<file path="src/rtl/pixel_byte_assembler_pkg.sv">
// Shared parameters for the pixel byte assembler: pixel geometry, the
// assembler state type and a small packing helper.
package pixel_byte_assembler_pkg;

    localparam int MAX_PIXEL_BITS  = 24;
    localparam int BYTES_PER_PIXEL = 3;
    localparam int BYTE_BITS       = MAX_PIXEL_BITS / BYTES_PER_PIXEL;

    typedef enum logic [1:0] {
        WAIT_R = 2'd0,
        WAIT_G = 2'd1,
        WAIT_B = 2'd2
    } asm_state_t;

    // Packs three colour bytes into an {R,G,B} pixel word.
    function automatic logic [MAX_PIXEL_BITS-1:0] pack_pixel(
        input logic [BYTE_BITS-1:0] r,
        input logic [BYTE_BITS-1:0] g,
        input logic [BYTE_BITS-1:0] b
    );
        return {r, g, b};
    endfunction

endpackage

</file>
<file path="src/rtl/pixel_byte_assembler_strobe_sync.sv">
// Two-flop synchronizer plus rising-edge detector for an asynchronous
// byte strobe. rise_o is high for one cycle per 0->1 transition of strobe_i,
// two clock cycles after the transition is first captured.
module strobe_sync (
    input  logic clk_i,
    input  logic nreset_i,
    input  logic strobe_i,
    output logic rise_o
);

    logic meta_r;
    logic sync_r;
    logic prev_r;

    // Synchronize the strobe and keep one delayed copy for edge detection.
    always_ff @(posedge clk_i or negedge nreset_i) begin
        if (!nreset_i) begin
            meta_r <= 1'b0;
            sync_r <= 1'b0;
            prev_r <= 1'b0;
        end else begin
            meta_r <= strobe_i;
            sync_r <= meta_r;
            prev_r <= sync_r;
        end
    end

    assign rise_o = sync_r & ~prev_r;

endmodule

</file>
<file path="src/rtl/pixel_byte_assembler.sv">
// Assembles three consecutive bytes into a 24-bit {R,G,B} pixel with a
// per-pixel inter-byte timeout and frame-sync resynchronization.
// Optional feature macro: SYNC_STROBE_EN -- byte_valid_i is treated as an
// asynchronous strobe, synchronized and edge-detected (one byte per rise).
module pixel_byte_assembler
    import pixel_byte_assembler_pkg::*;
#(
    parameter int TIMEOUT_CYCLES = 1023
) (
    input  logic                      clk_i,
    input  logic                      nreset_i,
    input  logic [BYTE_BITS-1:0]      byte_i,
    input  logic                      byte_valid_i,
    input  logic                      frame_start_i,
    output logic [MAX_PIXEL_BITS-1:0] out_pixel_o,
    output logic                      px_rdy_o,
    output logic                      busy_o,
    output logic                      err_o
);

    localparam int CNT_W = $clog2(TIMEOUT_CYCLES + 1);
    // Expiry fires on the idle edge that would bring the count to TIMEOUT_CYCLES.
    localparam logic [CNT_W-1:0] CNT_LAST = CNT_W'(TIMEOUT_CYCLES - 1);
    localparam logic [CNT_W-1:0] CNT_SAT  = CNT_W'(TIMEOUT_CYCLES);

    asm_state_t                state_r;
    logic [BYTE_BITS-1:0]      r_byte_r;
    logic [BYTE_BITS-1:0]      g_byte_r;
    logic [CNT_W-1:0]          cnt_r;
    logic [MAX_PIXEL_BITS-1:0] out_pixel_r;
    logic                      px_rdy_r;
    logic                      busy_r;
    logic                      err_r;
    logic                      byte_event_s;

`ifdef SYNC_STROBE_EN
    logic rise_s;

    strobe_sync u_strobe_sync (
        .clk_i    (clk_i),
        .nreset_i (nreset_i),
        .strobe_i (byte_valid_i),
        .rise_o   (rise_s)
    );

    assign byte_event_s = rise_s;
`else
    assign byte_event_s = byte_valid_i;
`endif

    // Assembler FSM: byte capture, pixel output, timeout and frame-sync handling.
    always_ff @(posedge clk_i or negedge nreset_i) begin
        if (!nreset_i) begin
            state_r     <= WAIT_R;
            r_byte_r    <= {BYTE_BITS{1'b0}};
            g_byte_r    <= {BYTE_BITS{1'b0}};
            cnt_r       <= {CNT_W{1'b0}};
            out_pixel_r <= {MAX_PIXEL_BITS{1'b0}};
            px_rdy_r    <= 1'b0;
            busy_r      <= 1'b0;
            err_r       <= 1'b0;
        end else begin
            px_rdy_r <= 1'b0;
            if (frame_start_i) begin
                // Frame sync wins over everything, including a same-cycle timeout.
                err_r <= 1'b0;
                cnt_r <= {CNT_W{1'b0}};
                if (byte_event_s) begin
                    r_byte_r <= byte_i;
                    state_r  <= WAIT_G;
                    busy_r   <= 1'b1;
                end else begin
                    state_r  <= WAIT_R;
                    busy_r   <= 1'b0;
                end
            end else if (byte_event_s) begin
                cnt_r <= {CNT_W{1'b0}};
                case (state_r)
                    WAIT_R: begin
                        r_byte_r <= byte_i;
                        state_r  <= WAIT_G;
                        busy_r   <= 1'b1;
                    end
                    WAIT_G: begin
                        g_byte_r <= byte_i;
                        state_r  <= WAIT_B;
                        busy_r   <= 1'b1;
                    end
                    WAIT_B: begin
                        out_pixel_r <= pack_pixel(r_byte_r, g_byte_r, byte_i);
                        px_rdy_r    <= 1'b1;
                        state_r     <= WAIT_R;
                        busy_r      <= 1'b0;
                    end
                    default: begin
                        state_r <= WAIT_R;
                        busy_r  <= 1'b0;
                    end
                endcase
            end else if (state_r != WAIT_R) begin
                if (cnt_r >= CNT_LAST) begin
                    // Partial pixel abandoned; counter parks at its saturated value.
                    state_r <= WAIT_R;
                    busy_r  <= 1'b0;
                    err_r   <= 1'b1;
                    cnt_r   <= CNT_SAT;
                end else begin
                    cnt_r   <= cnt_r + {{(CNT_W-1){1'b0}}, 1'b1};
                end
            end else begin
                cnt_r <= cnt_r;
            end
        end
    end

    assign out_pixel_o = out_pixel_r;
    assign px_rdy_o    = px_rdy_r;
    assign busy_o      = busy_r;
    assign err_o       = err_r;

endmodule

</file>
<file path="config.mk">
export PLATFORM = sky130hd
export DESIGN_NAME = pixel_byte_assembler
export DESIGN_NICKNAME = d
export VERILOG_FILES = /design/src/rtl/pixel_byte_assembler_pkg.sv /design/src/rtl/pixel_byte_assembler_strobe_sync.sv /design/src/rtl/pixel_byte_assembler.sv
export SDC_FILE = /design/constraint.sdc
export NUM_CORES = 1
export LEC_CHECK = 0
export ABC_AREA = 1
export CORE_MARGIN = 2
export CORE_UTILIZATION = 40
export CTS_CLUSTER_DIAMETER = 60
export DETAILED_ROUTE_END_ITERATION = 6
export PLACE_DENSITY_LB_ADDON = 0.15
export SYNTH_ARGS = -nofsm -noshare
export SYNTH_HDL_FRONTEND = slang
export SYNTH_SLANG_ARGS = --single-unit
export TNS_END_PERCENT = 20
</file>
<file path="constraint.sdc">
create_clock -name clk_i -period 1.6 [get_ports clk_i]
set_input_delay 0.32 -clock clk_i [delete_from_list [all_inputs] [get_ports clk_i]]
set_output_delay 0.32 -clock clk_i [all_outputs]
set_load 0.01 [all_outputs]
</file>
==> impl_metrics.ini, run 1 <==
[run_status]
status = completed

[grt]
grt_pass1_vias = 1759
grt_max_degree = 56
antenna_found_initial = 0
overflow = 0
track_usage = 0.163
grt_first_pass_wirelength_mm = 8.08

[worst_setup_path]
slowest_stage = clkdlybuf4s50_1
critical_path.cell_chain = clkdlybuf4s50_1
cp_max_fo = 2
crit_family = buffers and inverters
arrival_ns = 1.24
critPathKind = reg2out
startpoint = out_pixel_o[17]
cpPeakStageDelay_ns = 0.54
worst_setup_path_end_kind = output pin
required_ns = 1.28
r2r_start = cnt_r[0]
start_kind = flip-flop
crit_buf_inv = 1

[logic_synthesis]
ys.flop_type = dfrtp_1
syn_area_per_cell_um2 = 8.95
async_flop_share = 1.00
synth-compound-area-share = 0.0790
ys_seq_area_frac = 0.591
synth-adder-area-share = 0.0108
synth-xor-area-share = 0.00376
synth_edf_count = 0
synth_seq_cells = 55
syn-num-nets = 274
ys_types = 23
yosys_warnings = 0
synthMuxAreaShare = 0
synth_area_leaders = dfrtp_1, nand2_1, o21ai_1, inv_1, nand3_1
syn-instance-count = 260
syn_area_um2 = 2330
synth_top_family_by_area = simple AND/OR/NAND/NOR gates
yosys.area.top_type = dfrtp_1
yosys.area_share.simple = 0.259
synth_top_area_share = 0.591

[placement]
gp_congestion = 0.791
port_buffers = 38
post-place-cells = 375
dp_hpwl_mm = 3.28

[layout]
nets = 325
antenna_cells = 0
final_core_util = 0.534
final_common_cell = nand2_1
syn2layout_area_growth_pct = 27.9
drive_gt1_frac = 0.109
fillCellCount = 531
final_cell_mix = nand2_1, dfrtp_1, clkdlybuf4s50_1
stdcell_count = 384

[die]
rows = 27
die_area_um2 = 6440
core_um2 = 5570
start_util = 0.418
io_pins = 39
die_x_um = 80.3
die_y_um = 80.3

[clocking]
clockBufferDepth = 2
clkLatencyLatePin_ns = 0.32
numCtsBuffers = 5
ctsRootBufferMaster = clkbuf_8
cts_setup_buffers = 0
htree_levels = 2
path_clk_slew_ns = 0.10
cts_tree = built
clkSinkCount = 55

[pwr]
finalPower_w = 0.00358
p_sw_w = 0.00107
p_sw_frac = 0.298
clkPwrFrac = 0.222
irDropWorstVdd_mv = 0.635
power_density_nw_per_um2 = 1200
p_comb_frac = 0.259
p_leak_nw = 1.57
seqPwrFrac = 0.519
internal_power_w = 0.00251

[route]
routed_wl_mm = 4.61
drtIter0Drc = 69
wl_per_cell_um = 12.0
vias = 1811
via_per_inst = 4.72
postRouteAntennaNets = 0
dr.pass1.iters = 4
drc = 0

[timing]
grt_setup_unrepaired = false
hold_viol_final = 0
setup_tns_ns = 0
max_freq_ghz = 0.641
final_max_slew_viol_count = 0
period_share = 0.975
setup_violations = 0
worst_slew_pin_slew_ns = 0.307
period_needed_ns = 1.56
fin_worst_skew_ns = 0.00696
relSlewSlack = 0.795

[run]
drv_cap = 0

[min_path]
hp-start = busy_o
hp-class = reg2reg
## cells by family (layout without fill, tap and decap cells)
| family | after synthesis | in the layout |
|---|---|---|
| AND/OR/NAND/NOR | 138 | 138 |
| adder cells (fa/ha/maj) | 2 | 2 |
| AO/OA/AOI/OAI | 34 | 34 |
| buffers and inverters | 30 | 82 |
| XOR/XNOR | 1 | 1 |
| flip-flops | 55 | 55 |
## synthesized netlist by cell type (2+ instances only)
| master | instances |
|---|---|
| nand3_1 | 13 |
| o21ai_0 | 12 |
| nand4_1 | 4 |
| nand3_2 | 2 |
| nand2_1 | 107 |
| dfrtp_1 | 55 |
| o21bai_1 | 4 |
| buf_2 | 4 |
| ha_1 | 2 |
| nor2_4 | 2 |
| nor2_2 | 3 |
| inv_1 | 20 |
| nor2_1 | 4 |
| o21ai_1 | 17 |
| inv_2 | 3 |
## power by group through the flow
stage | registers [W] | logic (W) | clock network [W]
floorplan | 0.00195 | 0.000311 | 0
global placement | 0.00188 | 0.000934 | 0
detailed placement | 0.00188 | 0.000949 | 0
CTS | 0.00186 | 0.000954 | 0.000818
global route | 0.00190 | 0.00103 | 0.000883
finish | 0.00186 | 0.000924 | 0.000794
## per-stage QoR
step	area (um^2)	setup WS (ns)	hold slack (ns)
floorplan	2330	0.366	0.0244
global placement	2860	-0.00330	0.340
CTS	2960	0.0224	0.488
detailed placement	2860	-0.0298	0.339
global route	2980	0.000892	0.515
finish	2980	0.0405	0.482
## sequential cells by signal, indices dropped and copies added (netlist names)
signal       count
px_rdy_o         1
busy_o           1
r_byte_r         8
g_byte_r         8
state_r          2
err_o            1
out_pixel_o     24
cnt_r           10
## repair_timing
action                                  CTS  global route
hold buffers                              1             0
endpoints found under the setup margin    0             5
resized for setup                         0             5
hold endpoints to repair                 52             0
## routing by layer
layer  GRT usage  routed length (um)  vias up  share of wire
met5           0                   0        -              0
met4      0.0610                  75        0          0.016
met2       0.253                2000       34           0.43
met1       0.222                2340      850           0.51
met3      0.0416                 194        7          0.042
li1            -                   -      920              -
## worst paths after layout
path / cells past startpoint / endpoint / slack [ns]
max: 1 / out_pixel_o[17] / 0.04
min: 2 / busy_o / 0.48
max reg2reg: 9 / busy_o / 0.24
min reg2reg: 2 / busy_o / 0.48
max in group asynchronous: 3 / out_pixel_o[18] / 0.84
min in group asynchronous: 3 / cnt_r[2] / 0.51
## area by class of cell
| cell class | count | area (um^2) | share of cell area |
|---|---|---|---|
| Timing Repair Buffer | 50 | 505 | 0.170 |
| Tap cell | 72 | 90.1 | 0.0303 |
| Clock buffer | 5 | 68.8 | 0.0231 |
| Clock inverter | 3 | 23.8 | 0.00799 |
| Multi-Input combinational cell | 175 | 821 | 0.276 |
| Sequential cell | 55 | 1380 | 0.462 |
| Inverter | 24 | 91.3 | 0.0307 |
Note: power is estimated with default switching activity, not from simulation.
==> run 2: changes to the inputs <==
CORE_ASPECT_RATIO = 0.75   (was not set)
==> impl_metrics.ini, run 2 (synthesis gave the netlist of run 1 again) <==
[run]
drv_cap = 0

[layout]
final_cell_mix = nand2_1, dfrtp_1, clkdlybuf4s50_1
final_core_util = 0.525
antenna_cells = 0
largest_register_ff_count = 24
fillCellCount = 549
drive_gt1_frac = 0.106
final_common_cell = nand2_1
multi_input_area_um2 = 821
syn2layout_area_growth_pct = 28.7
area.sequential_um2 = 1380
nets = 324

[worst_setup_path]
r2r_start = cnt_r[0]
timing.rr.end = busy_o
cp_max_fo = 2
required_ns = 1.28
crit_family = buffers and inverters
critical_path.cell_chain = clkdlybuf4s50_1
crit_buf_inv = 1
timing.critical_path.to = out_pixel_o[0]
critPathKind = reg2out
cpPeakStageDelay_ns = 0.57
worst_setup_path_end_kind = output pin
r2r_slack_ns = 0.20
slowest_stage = clkdlybuf4s50_1
arrival_ns = 1.24
r2r_cells = 9
start_kind = flip-flop
startpoint = out_pixel_o[0]
cp_num_cells = 1

[grt]
grt_max_degree = 56
antenna_found_initial = 0
overflow = 0
track_usage = 0.167
grt_first_pass_wirelength_mm = 8.38
grt_pass1_vias = 1678

[route]
drtIter0Drc = 102
drc = 0
top_layer_used = met4
routed_wl_mm = 4.93
via_per_inst = 4.60
wl_met2_mm = 1.92
wl_per_cell_um = 12.7
postRouteAntennaNets = 0
wl_met1_mm = 2.75
vias = 1785
dr.pass1.iters = 4
route.met3.wl_um = 196

[clocking]
clkLatencyLatePin_ns = 0.31
ctsRootBufferMaster = clkbuf_8
numCtsBuffers = 5
clkSinkCount = 55
clockBufferDepth = 2
htree_levels = 2
cts_hold_buf = 0
cts_tree = built
cts_setup_buffers = 0
path_clk_slew_ns = 0.10

[pwr]
p_leak_nw = 1.55
irDropWorstVdd_mv = 0.597
finalPower_w = 0.00370
power_density_nw_per_um2 = 1230

[timing]
period_share = 0.976
fin_worst_skew_ns = 0.00675
grt_setup_unrepaired = false
fin_ws_ns = 0.0384
worst_slew_pin_slew_ns = 0.302
relSlewSlack = 0.798
final_max_slew_viol_count = 0
period_needed_ns = 1.56
hold_viol_final = 2
setup_violations = 0
hold_slack_ns = -0.00763
max_freq_ghz = 0.640

[run_status]
status = finished with violations
violations = hold timing

[placement]
dp_hpwl_mm = 3.39
gp_congestion = 0.833
port_buffers = 38
place_ws_ns = -0.0828

[die]
die_x_um = 92.1
die_y_um = 70.1
die_area_um2 = 6450
io_pins = 39
start_util = 0.408
rows = 24
core_um2 = 5710

[min_path]
hp-class = in2async
==> run 2: worst min path at each step <==
stage | startpoint | end | cells past startpoint | slack, ns
2_1_floorplan | nreset_i | busy_o | 0 | 0.02
5_1_grt | nreset_i | out_pixel_o[22] | 2 | 0.02
4_1_cts | nreset_i | px_rdy_o | 2 | 0.005
3_5_place_dp | nreset_i | px_rdy_o | 2 | 0.34
6_report | nreset_i | cnt_r[4] | 2 | -0.008
3_3_place_gp | nreset_i | cnt_r[1] | 2 | 0.34
==> run 2: what timing repair did <==
item / in CTS / in global routing
hold endpoints to repair: 0 / 0
setup endpoints to repair: 0 / 3
gates resized for setup: 0 / 3
==> run 2: cell type report <==
class / instances / share of cell area
Clock buffer: 5 / 0.0230
Clock inverter: 2 / 0.0125
Inverter: 24 / 0.0305
Multi-Input combinational cell: 175 / 0.274
Sequential cell: 55 / 0.459
Tap cell: 78 / 0.0326
Timing Repair Buffer: 49 / 0.168
==> run 2: routing by layer <==
layer / vias up / GRT usage
met5: - / 0
met1: 811 / 0.272
met2: 41 / 0.219
li1: 926 / -
met4: 0 / 0.0547
met3: 7 / 0.0356
==> run 2: power breakdown <==
| part | switching [W] | internal [W] | total (W) |
|---|---|---|---|
| Sequential | 0.000173 | 0.00168 | 0.00186 |
| Clock | 0.000450 | 0.000458 | 0.000908 |
| Combinational | 0.000416 | 0.000517 | 0.000933 |
==> run 2: per-stage QoR <==
stage          TNS (ns)  area (um^2)  instances
2_1_floorplan         0         2330        260
3_3_place_gp     -0.477         2880        381
3_5_place_dp      -1.71         2880        381
4_1_cts               0         2990        388
5_1_grt               0         3000        388
6_report              0         3000        388
==> run 3: changes to the inputs <==
REMOVE_ABC_BUFFERS = 1   (was not set)
==> impl_metrics.ini, run 3 (synthesis gave the netlist of run 1 again) <==
[run_status]
status = completed

[layout]
largest_register_ff_count = 24
final_cell_mix = nand2_1, dfrtp_1, clkdlybuf4s50_1
nets = 332
final_cell_area_um2 = 3040
final_common_cell = nand2_1
syn2layout_area_growth_pct = 30.8
antenna_cells = 0
drive_gt1_frac = 0.129

[worst_setup_path]
r2r_start = cnt_r[0]
required_ns = 1.28
crit_family = buffers and inverters
critPathKind = reg2out
crit_buf_inv = 1
startpoint = busy_o
cpPeakStageDelay_ns = 0.55
critical_path.cell_chain = clkdlybuf4s50_1
slowest_stage = clkdlybuf4s50_1
arrival_ns = 1.25
worst_setup_path_end_kind = output pin
start_kind = flip-flop
cp_max_fo = 2

[die]
core_um2 = 5710
die_y_um = 70.1
io_pins = 39
die_area_um2 = 6450
rows = 24
die_x_um = 92.1
start_util = 0.408

[clocking]
clkLatencyLatePin_ns = 0.30
cts_hold_buf = 1
path_clk_slew_ns = 0.10
htree_levels = 2
post_cts_resized = 0
numCtsBuffers = 5
cts_setup_buffers = 0
clockBufferDepth = 2
ctsRootBufferMaster = clkbuf_8
clkSinkCount = 55
cts_tree = built

[timing]
fin_ws_ns = 0.0316
setup_violations = 0
grt_setup_unrepaired = false
period_share = 0.980
period_needed_ns = 1.57
relSlewSlack = 0.735
hold_viol_final = 0
hold_slack_ns = 0.467
worst_slew_pin_slew_ns = 0.397
setup_tns_ns = 0
final_max_slew_viol_count = 0
max_freq_ghz = 0.638
fin_worst_skew_ns = 0.0112

[pwr]
p_comb_frac = 0.265
seqPwrFrac = 0.513
p_leak_nw = 1.54
p_sw_w = 0.00104
power_density_nw_per_um2 = 1190
irDropWorstVdd_mv = 0.479
clkPwrFrac = 0.223
p_sw_frac = 0.287
internal_power_w = 0.00257

[placement]
gp_congestion = 0.838
dp_hpwl_mm = 3.49
port_buffers = 38
place_ws_ns = -0.158
place_area_um2 = 2930

[route]
drtIter0Drc = 96
via_per_inst = 4.62
drc = 0
postRouteAntennaNets = 0
dr.pass1.iters = 4
vias = 1833
wl_per_cell_um = 11.9
routed_wl_mm = 4.74

[min_path]
hp-class = in2async

[run]
drv_cap = 0

[grt]
grt_max_degree = 31
track_usage = 0.161
antenna_found_initial = 0
grt_pass1_vias = 1747
overflow = 0
grt_first_pass_wirelength_mm = 8.26
==> run 3: metrics by stage <==
stage / utilization / power, W / instances
floorplan: - / 0.00225 / 254
global placement: 0.514 / 0.00283 / 388
detailed placement: 0.514 / 0.00284 / 388
CTS: 0.533 / 0.00366 / 397
global route: 0.533 / 0.00386 / 397
finish: 0.533 / 0.00361 / 397
==> run 3: routing by layer <==
layer | vias up | wire, um | track usage
met5 | - | 0 | 0
met4 | 0 | 15 | 0.0398
met3 | 2 | 179 | 0.0324
met2 | 37 | 1980 | 0.232
met1 | 860 | 2570 | 0.250
li1 | 934 | - | -
==> run 3: final cells by class <==
type	count	area, um^2
clock buffers	6	82.6
inverters	24	91.3
clock inverters	2	16.3
repair buffers	57	558
flip-flops and latches	55	1380
fillers	537	2660
multi-input cells	175	821
well taps	78	97.6
==> run 3: worst paths after layout <==
check | slack [ns] | endpoint | cells after the start
setup reg to reg | 0.19 | state_r[1] | 9
min in group clk_i | 0.47 | out_pixel_o[19] | 2
hold reg to reg | 0.47 | out_pixel_o[19] | 2
hold / removal | 0.47 | out_pixel_o[22] | 2
max in group asynchronous | 0.64 | state_r[1] | 3
setup / recovery | 0.03 | busy_o | 1
==> run 3: power groups by stage <==
stage	sequential [W]	clock, W	combinational [W]
detailed placement	0.00188	0	0.000968
finish	0.00185	0.000803	0.000956
global placement	0.00187	0	0.000955
global route	0.00189	0.000897	0.00107
floorplan	0.00195	0	0.000303
CTS	0.00185	0.000833	0.000972
